File: src/rtl/game_phase_controller_pkg.sv
// game_phase_controller_pkg: phase encoding, segment constants and digit lookup shared by the phase blocks
package game_phase_controller_pkg;
    typedef enum logic [2:0] {
        IDLE      = 3'd0,
        PRELIM    = 3'd1,
        GAME      = 3'd2,
        WIN_SHOW  = 3'd3,
        LOSE_SHOW = 3'd4,
        VICTORY   = 3'd5
    } phase_t;

    localparam logic [7:0] SEG_BLANK = 8'hFF;
    localparam logic [7:0] SEG_DASH  = 8'hBF;
    localparam logic [7:0] SEG_DP    = 8'h7F;

    // active-low {dp,g,f,e,d,c,b,a}; out-of-range values show blank
    function automatic logic [7:0] digit_seg(input logic [3:0] d);
        case (d)
            4'd0: return 8'hC0;
            4'd1: return 8'hF9;
            4'd2: return 8'hA4;
            4'd3: return 8'hB0;
            4'd4: return 8'h99;
            4'd5: return 8'h92;
            4'd6: return 8'h82;
            4'd7: return 8'hF8;
            4'd8: return 8'h80;
            4'd9: return 8'h90;
            default: return SEG_BLANK;
        endcase
    endfunction
endpackage

File: src/rtl/game_phase_controller_tick_sync.sv
// tick_sync: two-flop synchronizer plus registered rising-edge detect, one-cycle tick per input rise
module tick_sync (
    input  logic Clk100M,
    input  logic resetN,
    input  logic sigIn,
    output logic tick
);
    logic s1, s2, s3;

    always_ff @(posedge Clk100M) begin
        if (!resetN) begin
            s1   <= 1'b0;
            s2   <= 1'b0;
            s3   <= 1'b0;
            tick <= 1'b0;
        end else begin
            s1   <= sigIn;
            s2   <= s1;
            s3   <= s2;
            tick <= s2 & ~s3;
        end
    end
endmodule

File: src/rtl/game_phase_controller.sv
// game_phase_controller: round sequencer (idle, prelim, game, result, victory) with level tracking and display select
module game_phase_controller
    import game_phase_controller_pkg::*;
#(
    parameter int MAX_LEVEL      = 9,
    parameter int START_LEVEL    = 1,
    parameter int GAME_SECONDS   = 30,
    parameter int RESULT_SECONDS = 3
) (
    input  logic       Clk100M,
    input  logic       resetN,
    input  logic       Clk1Hz,
    input  logic       startBtn,
    input  logic       gameSig,
    input  logic       roundWin,
    input  logic       roundLose,
    input  logic [7:0] prelimSeg0,
    input  logic [7:0] prelimSeg1,
    input  logic [7:0] prelimSeg2,
    input  logic [7:0] prelimSeg3,
    input  logic [7:0] gameSeg0,
    input  logic [7:0] gameSeg1,
    input  logic [7:0] gameSeg2,
    input  logic [7:0] gameSeg3,
    output logic       prelimSig,
    output logic       gameEnable,
    output logic [3:0] curLevel,
    output logic [2:0] phase,
    output logic [7:0] seg0,
    output logic [7:0] seg1,
    output logic [7:0] seg2,
    output logic [7:0] seg3
);
    phase_t      state;
    logic        tick, gameSigD, gameRise, gameDone, resultDone;
    logic [4:0]  secCnt;
    logic [31:0] disp;

    tick_sync u_tick (
        .Clk100M (Clk100M),
        .resetN  (resetN),
        .sigIn   (Clk1Hz),
        .tick    (tick)
    );

    assign gameRise   = gameSig & ~gameSigD;
    assign gameDone   = tick && secCnt == 5'(GAME_SECONDS - 1);
    assign resultDone = tick && secCnt == 5'(RESULT_SECONDS - 1);
    assign phase      = state;

    always_comb begin
        disp = state == PRELIM   ? {prelimSeg3, prelimSeg2, prelimSeg1, prelimSeg0} :
               state == GAME     ? {gameSeg3, gameSeg2, gameSeg1, gameSeg0} :
               state == WIN_SHOW ? {SEG_BLANK, SEG_BLANK, SEG_BLANK, digit_seg(curLevel)} :
               state == VICTORY  ? {4{SEG_DP}} : {4{SEG_DASH}};
    end

    always_ff @(posedge Clk100M) begin
        gameSigD <= gameSig;
        if (!resetN) begin
            state      <= IDLE;
            curLevel   <= 4'(START_LEVEL);
            prelimSig  <= 1'b0;
            gameEnable <= 1'b0;
            secCnt     <= '0;
            {seg3, seg2, seg1, seg0} <= {4{SEG_BLANK}};
        end else begin
            {seg3, seg2, seg1, seg0} <= disp;
            if (tick && secCnt != '1)
                secCnt <= secCnt + 5'd1;
            case (state)
                IDLE: if (startBtn) begin
                    state     <= PRELIM;
                    prelimSig <= 1'b1;
                    secCnt    <= '0;
                end
                PRELIM: if (gameRise) begin
                    state      <= GAME;
                    prelimSig  <= 1'b0;
                    gameEnable <= 1'b1;
                    secCnt     <= '0;
                end
                GAME: if (roundWin || roundLose || gameDone) begin
                    state      <= roundWin ? WIN_SHOW : LOSE_SHOW;
                    gameEnable <= 1'b0;
                    secCnt     <= '0;
                end
                WIN_SHOW: if (resultDone) begin
                    secCnt <= '0;
                    if (curLevel >= 4'(MAX_LEVEL)) begin
                        state <= VICTORY;
                    end else begin
                        state     <= PRELIM;
                        prelimSig <= 1'b1;
                        curLevel  <= curLevel + 4'd1;
                    end
                end
                LOSE_SHOW: if (resultDone) begin
                    state    <= IDLE;
                    curLevel <= 4'(START_LEVEL);
                    secCnt   <= '0;
                end
                VICTORY: if (startBtn) begin
                    state     <= PRELIM;
                    prelimSig <= 1'b1;
                    curLevel  <= 4'(START_LEVEL);
                    secCnt    <= '0;
                end
                default: state <= IDLE;
            endcase
        end
    end
endmodule

File: config.mk
export PLATFORM = sky130hd
export DESIGN_NAME = game_phase_controller
export DESIGN_NICKNAME = d
export VERILOG_FILES = /design/src/rtl/game_phase_controller_pkg.sv /design/src/rtl/game_phase_controller_tick_sync.sv /design/src/rtl/game_phase_controller.sv
export SDC_FILE = /design/constraint.sdc
export NUM_CORES = 1
export LEC_CHECK = 0
export ABC_AREA = 0
export BUFFER_PORTS_ARGS = -buffer_cell sky130_fd_sc_hd__buf_2
export CAP_MARGIN = 20
export CORE_MARGIN = 2
export CORE_UTILIZATION = 40
export DETAILED_ROUTE_END_ITERATION = 8
export PLACE_DENSITY = 0.69
export SLEW_MARGIN = 30
export SYNTH_ARGS = -nofsm -noshare
export SYNTH_HDL_FRONTEND = slang
export SYNTH_SLANG_ARGS = --single-unit
File: constraint.sdc
create_clock -name Clk100M -period 4.5 [get_ports Clk100M]
set_input_delay 0.225 -clock Clk100M [delete_from_list [all_inputs] [get_ports Clk100M]]
set_output_delay 0.225 -clock Clk100M [all_outputs]
set_load 0.005 [all_outputs]
======== After elaboration in Yosys (flattened, before gate mapping) ========
Memories as Yosys holds them, arrays and structs flattened. A register that Yosys moved wholly into a read port is not among the register bits.
Cells that the tools add are included.
word-level totals
  register bits after elaboration ......... 51
  bits in read-only memories .............. 112
  bits of input ports ..................... 71
  output and inout port bits .............. 41
  word-level logic and storage cells ...... 85
  memories kept ........................... 1
cells by class
  add/subtract/negate cells ............... 2
  $lt $le $gt $ge ......................... 1
  equal/unequal tests ..................... 15
  muxes and demuxes ....................... 33
  bitwise logic cells ..................... 4
  reductions and logical operators ........ 15
memory list
  memory           depth  width  read ports  clocked after Yosys merged registers in  write ports  line                             text
  (no name shown)  16     7      1           1                                        0            game_phase_controller_pkg.sv:18  case (d)
operators with widths
  kind                                                                     number
  32-bit 2-to-1 mux                                                        4
  5-bit 2-to-1 mux                                                         5
  4-bit 2-to-1 mux                                                         6
  3-bit 2-to-1 mux                                                         7
  5-bit one-hot mux with 4 select lines                                    1
  3-bit one-hot mux with 5 select lines                                    1
  5-bit AND reduction                                                      3
  4-bit one-hot mux with 3 select lines                                    1
  2-bit inequality test, second input constant                             5
  3-bit by 2-bit equality test with 1-bit output, second input constant    2
  3-bit equality test, second input constant                               2
  1-bit 2-to-1 mux                                                         6
  3-bit nonzero test                                                       2
  5-bit by 1-bit adder with 5-bit output, second input constant            1
  5-bit by 2-bit equality test with 1-bit output, second input constant    1
  5-bit equality test, second input constant                               1
  5-bit inequality test, second input constant                             1
  4-bit by 1-bit adder with 4-bit output, second input constant            1
  4-bit greater-or-equal comparator, second input constant                 1
  2-bit by 1-bit inequality test with 1-bit output, second input constant  2
  2-bit OR reduction                                                       2
  3-bit by 1-bit equality test with 1-bit output, second input constant    1
  1-bit logical AND                                                        3
  3-bit logical NOT                                                        1
  other kinds (7)                                                          10

======== Logic depth before layout (Yosys ltp) ========
Gate-level depths: netlist of the first run.
  depth after elaboration ................. 6
  gate-level depth with buffers ........... 11
  depth with buffers taken out ............ 11

======== Modules after synthesis ========
From an unflattened synthesis of the first run, not the netlist that was laid out.
second synthesis, totals
  cell total of the unflattened synthesis .. 297
  area total of the unflattened synthesis .. 2561.2 um^2
by module, submodules not included
  module                 instances  cells each  area an instance (um^2)  seq. area each (um^2)
  game_phase_controller  1          289         2449.8                   1081.0
  tick_sync              1          8           111.4                    80.1

======== Worst setup path after synthesis of the first run ========
No wires, ideal clock.
  kind .................................... reg2reg
  start ................................... register curLevel[1]
  end ..................................... register (tool-made name)
  library setup time ...................... 0.123 ns
  arrival time ............................ 2.488 ns
  required time ........................... 4.377 ns
  setup slack ............................. 1.889 ns
  stages on the path, launching flop included .. 11
  path buffers ............................ 0
  period minus slack after synthesis ...... 2.611 ns
  cell sequence ........................... dfxtp_1 -> inv_1 -> ha_1 -> or3b_4 -> a2111oi_4 -> mux2_4 -> o31ai_4 -> and2_2 -> ha_1 -> o21ai_0 -> nand3_1
RTL lines
  what                    line                          text
  from (decl)             game_phase_controller.sv:27   output logic [3:0] curLevel,
  from (signal assigned)  game_phase_controller.sv:62   curLevel <= 4'(START_LEVEL);
  from (signal assigned)  game_phase_controller.sv:95   curLevel <= curLevel + 4'd1;
  from (signal assigned)  game_phase_controller.sv:100  curLevel <= 4'(START_LEVEL);

==> results of run 1 <==
per-stage QoR:
step / total power, mW / hold WS (ns) / worst slack, ns / instance area [um2]
after global routing: 1.79 / 0.00329 / 1.34 / 3440
final: 1.68 / 0.0124 / 1.61 / 3440
after global placement: 1.15 / 0.360 / 1.64 / 3220
after detailed placement: 1.16 / 0.358 / 1.49 / 3220
after CTS: 1.69 / 0.00322 / 1.46 / 3430
after floorplan: 0.983 / 0.253 / 1.89 / 2640
worst min-delay path by stage:
| stage | endpoint | slack [ns] | depth (start not counted) |
|---|---|---|---|
| finish | gameSigD | 0.01 | 1 |
| global route | gameSigD | 0.003 | 1 |
| CTS | gameSigD | 0.003 | 1 |
| detailed placement | gameSigD | 0.36 | 1 |
| global placement | gameSigD | 0.36 | 1 |
| floorplan | gameSigD | 0.25 | 0 |
synth_stat cells (all sizes together), types with 3 or more instances:
library cell	instances	share of area [%]
nand2	42	6.0
o211ai	3	0.85
or3	3	0.71
nand2b	3	0.71
a221oi	6	2.0
a21oi	16	3.0
inv	16	2.3
clkbuf	13	1.8
nor2	20	2.8
o22ai	23	5.5
o21ai	10	1.9
dfxtp	58	44
nand3	3	0.57
nor2b	11	2.6
or3b	4	1.4
ha	10	4.7
o31ai	5	1.9
buf	6	1.0
and2	8	2.0
layout by cell type, fill, tap and decap left out, types with 3 or more instances in the layout:
master / n
inv_1: 16
and2_2: 3
nand2_1: 42
o22ai_1: 23
buf_2: 111
nand3_1: 3
nor2b_1: 11
a221oi_1: 6
o21ai_0: 9
nand2b_1: 3
a21oi_1: 16
or3b_2: 3
o211ai_1: 3
dfxtp_1: 57
or3_1: 3
nor2_1: 20
and2_1: 4
clkbuf_8: 10
ha_1: 10
o31ai_1: 4
worst max-delay path: cells and delay by family (launching register included):
kind / cells / cell delay [ns]
AO/OA/AOI/OAI: 4 / 1.17
flip-flops: 1 / 0.77
AND/OR/NAND/NOR: 1 / 0.32
adder cells (fa/ha/maj): 1 / 0.25
buffers and inverters: 1 / 0.15
multiplexers: 1 / 0.09
area by class of cell:
| class | count | area [um2] |
|---|---|---|
| Fill cell | 602 | 2910 |
| Multi-Input combinational cell | 207 | 1340 |
| Sequential cell | 58 | 1160 |
| Timing Repair Buffer | 111 | 556 |
| Clock buffer | 11 | 141 |
| Tap cell | 77 | 96.3 |
| Clock inverter | 5 | 77.6 |
| Inverter | 16 | 60.1 |
cell families after synthesis:
group                      count (synthesis)  synth area share, %
and+or+nand+nor                          111                 22.5
AOI/OAI and AO/OA                         80                 21.3
DFF                                       58                 44.0
buffers and inverters                     35                 5.12
adders and majority gates                 10                 4.74
xor gates and xnor gates                   3                0.996
muxes                                      3                 1.33
power groups by stage:
stage | clock network (mW) | registers, mW | logic, mW
after floorplan | 0 | 0.662 | 0.321
after global placement | 0 | 0.693 | 0.461
after detailed placement | 0 | 0.696 | 0.465
after CTS | 0.538 | 0.685 | 0.467
after global routing | 0.561 | 0.702 | 0.525
final | 0.529 | 0.688 | 0.462
routing by layer:
metal / vias to the layer above / wire length (um) / part of all wire [%]
met5: - / 0 / 0
met4: 0 / 145 / 2.1
met3: 14 / 559 / 8.1
met2: 101 / 3300 / 48
met1: 1132 / 2900 / 42
li1: 1273 / - / -
==> reports/results.ini, run 1 <==
[status]
status=finished clean

[drt]
routed_wl_um=6900
drt-pass1-iter-count=5
drc=0
dr.first_iter.drc_count=127
wire_per_inst_um=14.2
vias_per_cell=5.20
ant_nets=0
vias=2520

[global_route]
gr-usage-met2_pct=31.6
gr-total-overflow=0
grt_max_degree=45
grt_pass1_vias=2369
gr-usage-met1_pct=23.2
grtUsageTotal_pct=19.1
top_usage_layer=met2
grtUsageMet3_pct=4.67
antenna_found_initial=0
grt_pass1_wl_um=11100

[clock_tree]
ctsRootBufferMaster=clkbuf_8
htree_levels=3
cts_tree=done
cts_setup_buffers=0
cts.sinks=58
clk_pin_slew_ns=0.07
cts_resized=0
clockBufferDepth=2
cts_buffers=9
clkLatencyLatePin_ns=0.34
ctsHoldBuffers=0

[timing]
period_minus_slack_ns=2.89
fin_crit_sh_pct=64.3
fin_worst_skew_ns=0.00644
fmax_mhz=346
tns_ns=0
rsz0062_at_grt=false
max-slew-margin-rel_pct=45.3
hold_viol=0
worst_pin_slew_ns=0.814
finalSetupViolations=0
maxSlewViolCount=0

[synthesis]
syn_area_um2=2640
synth_warnings=0
synth-edff-count=0
async_flop_share_pct=0
synth-seq-area-share_pct=44.0
avgSynthCellArea_um2=8.80
synth.distinct_cells=52
yosys_most_used_dff=dfxtp_1
syn_nets=381
syn_inst=300
ys_ff_latch=58

[floorplanning]
die_area_um2=7260
die-width_um=85.2
pin_count=112
die_h_um=85.2
coreArea_um2=6350
row_count=29
start_util_pct=41.6

[placed_design]
place.detailed.hpwl_um=5010
port_buffers=111
dp_cells=469
globalplace.congestion=0.847

[critical_path]
end_kind=flip-flop
start_kind=flip-flop
r2r_setup_slack_ns=1.61
crit_slowest_cell=dfxtp_1
cp-startpoint=phase[2]
ff2ff_path_depth=8
crit_required_ns=4.72
crit_arrival_ns=3.11
slowest_delay_ns=0.77
critPathMaxFanout=25
cp_cell_sequence=nand2b_1, o21ai_0, o21a_1, o31ai_1, inv_1, ha_1, a21oi_1, mux2i_1
reg2reg_from=phase[2]
path_class=flip-flop to flip-flop

[power_and_ir_drop]
power_switching_uw=539
p_per_area_nw_per_um2=489
p_int_mw=1.14
power_frac_seq_pct=41.0
swShare_pct=32.1
p_comb_share_pct=27.5
ir_worst_vdd_mv=0.248
leakagePower_nw=1.47
clock_power_share_pct=31.5

[hold_path]
min_path_type=primary input to flip-flop
min_from=gameSig

[cells_and_area]
synthToLayoutAreaGrowth_pct=30.2
final_layout_size_suffix_gt1_share_pct=35.5
nets=484
utilization_pct=54.1
diodes=0
final_cells=485

[job]
maxCapViolations=0

Power figures use the tool's default switching activity.
==> inputs of run 2 (changes only) <==
--- a/config.mk
+++ b/config.mk
@@ -5,13 +5,13 @@
 export SDC_FILE = /design/constraint.sdc
 export NUM_CORES = 1
 export LEC_CHECK = 0
-export ABC_AREA = 0
+export ABC_AREA = 1
 export BUFFER_PORTS_ARGS = -buffer_cell sky130_fd_sc_hd__buf_2
 export CAP_MARGIN = 20
 export CORE_MARGIN = 2
 export CORE_UTILIZATION = 40
 export DETAILED_ROUTE_END_ITERATION = 8
-export PLACE_DENSITY = 0.69
+export PLACE_DENSITY = 0.7
 export SLEW_MARGIN = 30
 export SYNTH_ARGS = -nofsm -noshare
 export SYNTH_HDL_FRONTEND = slang
==> constraint.sdc (replaced) <==
create_clock -name Clk100M -period 2.8 [get_ports Clk100M]
set_input_delay 0.14 -clock Clk100M [delete_from_list [all_inputs] [get_ports Clk100M]]
set_output_delay 0.14 -clock Clk100M [all_outputs]
set_load 0.005 [all_outputs]
==> reports/results.ini, run 2 <==
[drt]
routed_wl_um=6380
dr.first_iter.drc_count=121
vias_per_cell=4.81
drt-pass1-iter-count=4
vias=2425
drc=0
ant_nets=0
wire_per_inst_um=12.7

[clock_tree]
cts_resized=0
htree_levels=3
clkLatencyLatePin_ns=0.34
ctsHoldBuffers=2
ctsRootBufferMaster=clkbuf_8
cts.sinks=58
clk_pin_slew_ns=0.07
cts_tree=done
clockBufferDepth=2
cts_setup_buffers=0
cts_buffers=9

[floorplanning]
die_area_um2=6870
coreArea_um2=5960
start_util_pct=41.8
row_count=28
pin_count=112
die-width_um=82.9
die_h_um=82.9

[synthesis]
synth.distinct_cells=33
synth_warnings=0
yosys_most_used_dff=dfxtp_1
syn_area_um2=2490
avgSynthCellArea_um2=8.09
ys_ff_latch=58
synth_top_area_share_pct=46.6
yosys.area.top_type=dfxtp_1
syn_nets=389
yosysMostFrequentCell=nand2_1
synth-edff-count=0
async_flop_share_pct=0
synth-seq-area-share_pct=46.6
synth_common_cells=nand2_1 (78), dfxtp_1 (58), inv_1 (25), nor2_1 (20)
syn_inst=308
synth.area.top_cells=dfxtp_1 (47%), nand2_1 (12%), ha_1 (5.0%)

[critical_path]
crit_required_ns=3.02
critPathMaxFanout=26
path_class=flip-flop to flip-flop
end_kind=flip-flop
start_kind=flip-flop
ff2ff_path_depth=7
crit_arrival_ns=2.29

[timing]
maxSlewViolCount=0
max-slew-margin-rel_pct=59.2
period_minus_slack_ns=2.06
worst_pin_slew_ns=0.613
hold_viol=0
fin_crit_sh_pct=73.7
rsz0062_at_grt=false
tns_ns=0
fin_worst_skew_ns=0.00845
setup_slack_ns=0.736
finalSetupViolations=0
fmax_mhz=484

[hold_path]
min_path_type=primary input to flip-flop
hold-path-cell-count=3

[cells_and_area]
final_layout_size_suffix_gt1_share_pct=36.1
final_cells=504
layout_common_cells=buf_2 (111), nand2_1 (78), dfxtp_1 (58)
mostFrequentLayoutCell=buf_2
utilization_pct=55.5
diodes=0
nets=505
synthToLayoutAreaGrowth_pct=32.8

[placed_design]
place.detailed.hpwl_um=4890
dp_cells=486
port_buffers=111
preCtsSetupSlack_ns=0.746
globalplace.congestion=0.909

[power_and_ir_drop]
finalPower_mw=2.90
p_per_area_nw_per_um2=876
leakagePower_nw=1.56
ir_worst_vdd_mv=0.401

[status]
status=finished clean

[global_route]
grt_pass1_wl_um=10700
grtUsageTotal_pct=19.1
grt_max_degree=33
antenna_found_initial=0
gr-total-overflow=0
grt_pass1_vias=2316

[job]
maxCapViolations=0

[run 2: area by class of cell]
| class | instances | area, um2 |
|---|---|---|
| sequential | 58 | 1160 |
| tap | 75 | 93.8 |
| inverter | 33 | 134 |
| clock buffer | 11 | 141 |
| clock inverter | 5 | 30.0 |
| fill | 566 | 2650 |
| multi-input combinational | 207 | 1160 |
| timing repair buffer | 115 | 591 |
[run 2: through the flow]
step           cell area, um2  hold slack (ns)
2_1_floorplan            2490            0.168
4_1_cts                  3310         0.000909
3_3_place_gp             3120            0.256
6_report                 3310           0.0117
3_5_place_dp             3120            0.260
5_1_grt                  3310           0.0110
[run 2: worst paths after layout]
| check | start | to | slack, ns |
|---|---|---|---|
| worst min-delay path | prelimSeg0[5] | seg0[5] | 0.01 |
| worst max-delay path | phase[2] | secCnt[2] | 0.74 |
| worst max register to register | phase[2] | secCnt[2] | 0.74 |
| worst min register to register | u_tick.s3 | u_tick.tick | 0.39 |
[run 2: cell families (layout without fill, tap and decap cells)]
group | after synthesis | count (layout) | synth area share [%]
fa+ha+maj | 10 | 10 | 5.02
buf+inv | 43 | 164 | 6.93
flops | 58 | 58 | 46.6
simple gates | 133 | 133 | 25.1
xor+xnor | 2 | 2 | 0.703
compound gates | 62 | 62 | 15.6
[run 2: routing by layer]
metal	GRT usage [%]	part of all wire [%]
met1	23.5	45
met5	0	0
met2	31.9	47
met4	6.86	1.5
met3	5.47	6.6
[run 2: where the power goes]
part           switching [mW]  internal (mW)  total [mW]
clock                   0.328          0.340       0.667
sequential             0.0764           1.01        1.09
combinational           0.697          0.444        1.14
[run 2: worst max-delay path, cell delays in order, from the launching register on]
cell,delay (ns)
dfxtp_1,0.49
inv_1,0.14
nand2_2,0.40
o211ai_1,0.21
nor2_1,0.30
o21ai_0,0.16
nand2_1,0.18
nor2_1,0.06
==> inputs of run 3 (changes only) <==
--- a/config.mk
+++ b/config.mk
@@ -5,13 +5,13 @@
 export SDC_FILE = /design/constraint.sdc
 export NUM_CORES = 1
 export LEC_CHECK = 0
-export ABC_AREA = 1
+export ABC_AREA = 0
 export BUFFER_PORTS_ARGS = -buffer_cell sky130_fd_sc_hd__buf_2
 export CAP_MARGIN = 20
 export CORE_MARGIN = 2
 export CORE_UTILIZATION = 40
 export DETAILED_ROUTE_END_ITERATION = 8
-export PLACE_DENSITY = 0.7
+export PLACE_DENSITY = 0.72
 export SLEW_MARGIN = 30
 export SYNTH_ARGS = -nofsm -noshare
 export SYNTH_HDL_FRONTEND = slang
==> constraint.sdc (replaced) <==
create_clock -name Clk100M -period 1.7 [get_ports Clk100M]
set_input_delay 0.085 -clock Clk100M [delete_from_list [all_inputs] [get_ports Clk100M]]
set_output_delay 0.085 -clock Clk100M [all_outputs]
set_load 0.005 [all_outputs]
==> reports/results.ini, run 3 (synthesis gave the netlist of run 1 again) <==
[status]
violations=negative setup slack
status=finished with violations

[timing]
period_minus_slack_ns=2.37
max-slew-margin-rel_pct=74.4
fin_crit_sh_pct=140
rsz0062_at_grt=true
whs_ns=0.0346
finalSetupViolations=20
setup_slack_ns=-0.673
fin_worst_skew_ns=0.00872
tns_ns=-6.80
hold_viol=0
maxSlewViolCount=0
worst_pin_slew_ns=0.382
fmax_mhz=421

[global_route]
grt_pass1_wl_um=15000
antenna_found_initial=0
grt_pass1_vias=3098
grtUsageTotal_pct=26.4
grt_max_degree=37
gr-total-overflow=0

[floorplanning]
die_h_um=85.2
pin_count=112
die_area_um2=7260
row_count=29
die-width_um=85.2
coreArea_um2=6350
start_util_pct=41.6

[drt]
wire_per_inst_um=16.3
ant_nets=0
vias=3127
vias_per_cell=5.29
routed_wl_um=9630
drc=0
drt-pass1-iter-count=4
dr.first_iter.drc_count=204

[cells_and_area]
final_layout_size_suffix_gt1_share_pct=47.1
synthToLayoutAreaGrowth_pct=75.3
mostFrequentLayoutCell=buf_2
nets=590
fillers=407
diodes=0
layout_common_cells=buf_2 (111), dfxtp_1 (52), buf_4 (49)
utilization_pct=72.9

[critical_path]
path_class=flip-flop to flip-flop
start_kind=flip-flop
crit_top_cell=ha_4
slowest_delay_ns=0.41
cp_cell_sequence=inv_4, ha_4, or3b_4, a2111oi_4, mux2_4, o31ai_4, and2_4, ha_4, o21ai_2, nand3_1
crit_slowest_cell=or3b_4
critPathMaxFanout=4
end_kind=flip-flop
worst-path-buf-inv=1
crit_required_ns=1.93
crit_arrival_ns=2.60
cp_top_family=simple AND/OR/NAND/NOR gates

[power_and_ir_drop]
p_per_area_nw_per_um2=1120
leakagePower_nw=2.01
ir_worst_vdd_mv=0.861

[job]
maxCapViolations=0

[clock_tree]
clkLatencyLatePin_ns=0.34
htree_levels=3
clk_pin_slew_ns=0.07
ctsRootBufferMaster=clkbuf_8
cts_buffers=9
cts_tree=done
cts.sinks=58
clockBufferDepth=2

[placed_design]
place.detailed.hpwl_um=5690
preCtsSetupSlack_ns=-0.712
globalplace.congestion=0.899
port_buffers=111

[hold_path]
min_path_type=primary input to flip-flop

## run 3: cell types whose count changed in the layout (fill, tap and decap cells not counted), moves of 5 or more
cell           previous run  this run
buf_4                     2        49
dlygate4sd3_1             2        48
nand2_1                  78        40
inv_1                    25        13
nand3_1                  12         2
nor2b_1                   0         9
buf_6                     0         7
nand2_2                   8         1
dfxtp_1                  58        52
ha_1                     10         4
o21ai_0                  11         6
o221ai_1                  6         1
## run 3: final cells by class
cell class                      instances  area, um2  share of cell area [%]
Clock inverter                          6       63.8                    1.38
Inverter                               16       62.6                    1.35
Sequential cell                        58       1180                    25.4
Clock buffer                           10        149                    3.22
Multi-Input combinational cell        207       1560                    33.7
Timing Repair Buffer                  217       1520                    32.8
Tap cell                               77       96.3                    2.08
## run 3: what timing repair did
item / 4_1_cts / 5_1_grt
gates resized for setup: 24 / 23
hold buffers: 48 / 0
endpoints found under the hold margin: 30 / 0
setup endpoints to repair: 20 / 43
setup buffers: 16 / 2
pin swaps: 14 / 10
## run 3: routing by layer
metal	up-vias	track usage (%)	routed length (um)
li1	1484	-	-
met1	1474	31.4	4000
met2	150	45.7	4690
met3	19	6.81	735
met4	0	9.52	196
met5	-	0	0
## run 3: worst register-to-register path, stage by stage (launching register included)
cell and delay, ns:
dfxtp_4 0.36, inv_4 0.04, ha_4 0.14, or3b_4 0.41, a2111oi_4 0.31, mux2_4 0.34
o31ai_4 0.08, and2_4 0.21, ha_4 0.19, o21ai_2 0.10, nand3_1 0.07
## run 3: power breakdown
group / switching (mW) / internal [mW]
Sequential: 0.0877 / 1.61
Clock: 0.591 / 0.762
Combinational: 1.09 / 1.06
Total: 1.77 / 3.43
## run 3: path summary, 6_finish.rpt
kind                from          end  slack (ns)  cells after the start
max          curLevel[1]    flip-flop       -0.67                     10
min          gameSeg0[6]      seg0[6]        0.03                      3
max reg2reg  curLevel[1]    flip-flop       -0.67                     10
min reg2reg    u_tick.s3  u_tick.tick        0.38                      1
## run 3: stage by stage
stage / std cells / area (um2) / power (mW)
6_report: 591 / 4630 / 5.20
5_1_grt: 591 / 4630 / 5.46
4_1_cts: 590 / 4540 / 5.03
3_5_place_dp: 511 / 3640 / 3.33
3_3_place_gp: 511 / 3640 / 3.30
2_1_floorplan: 300 / 2750 / 2.64
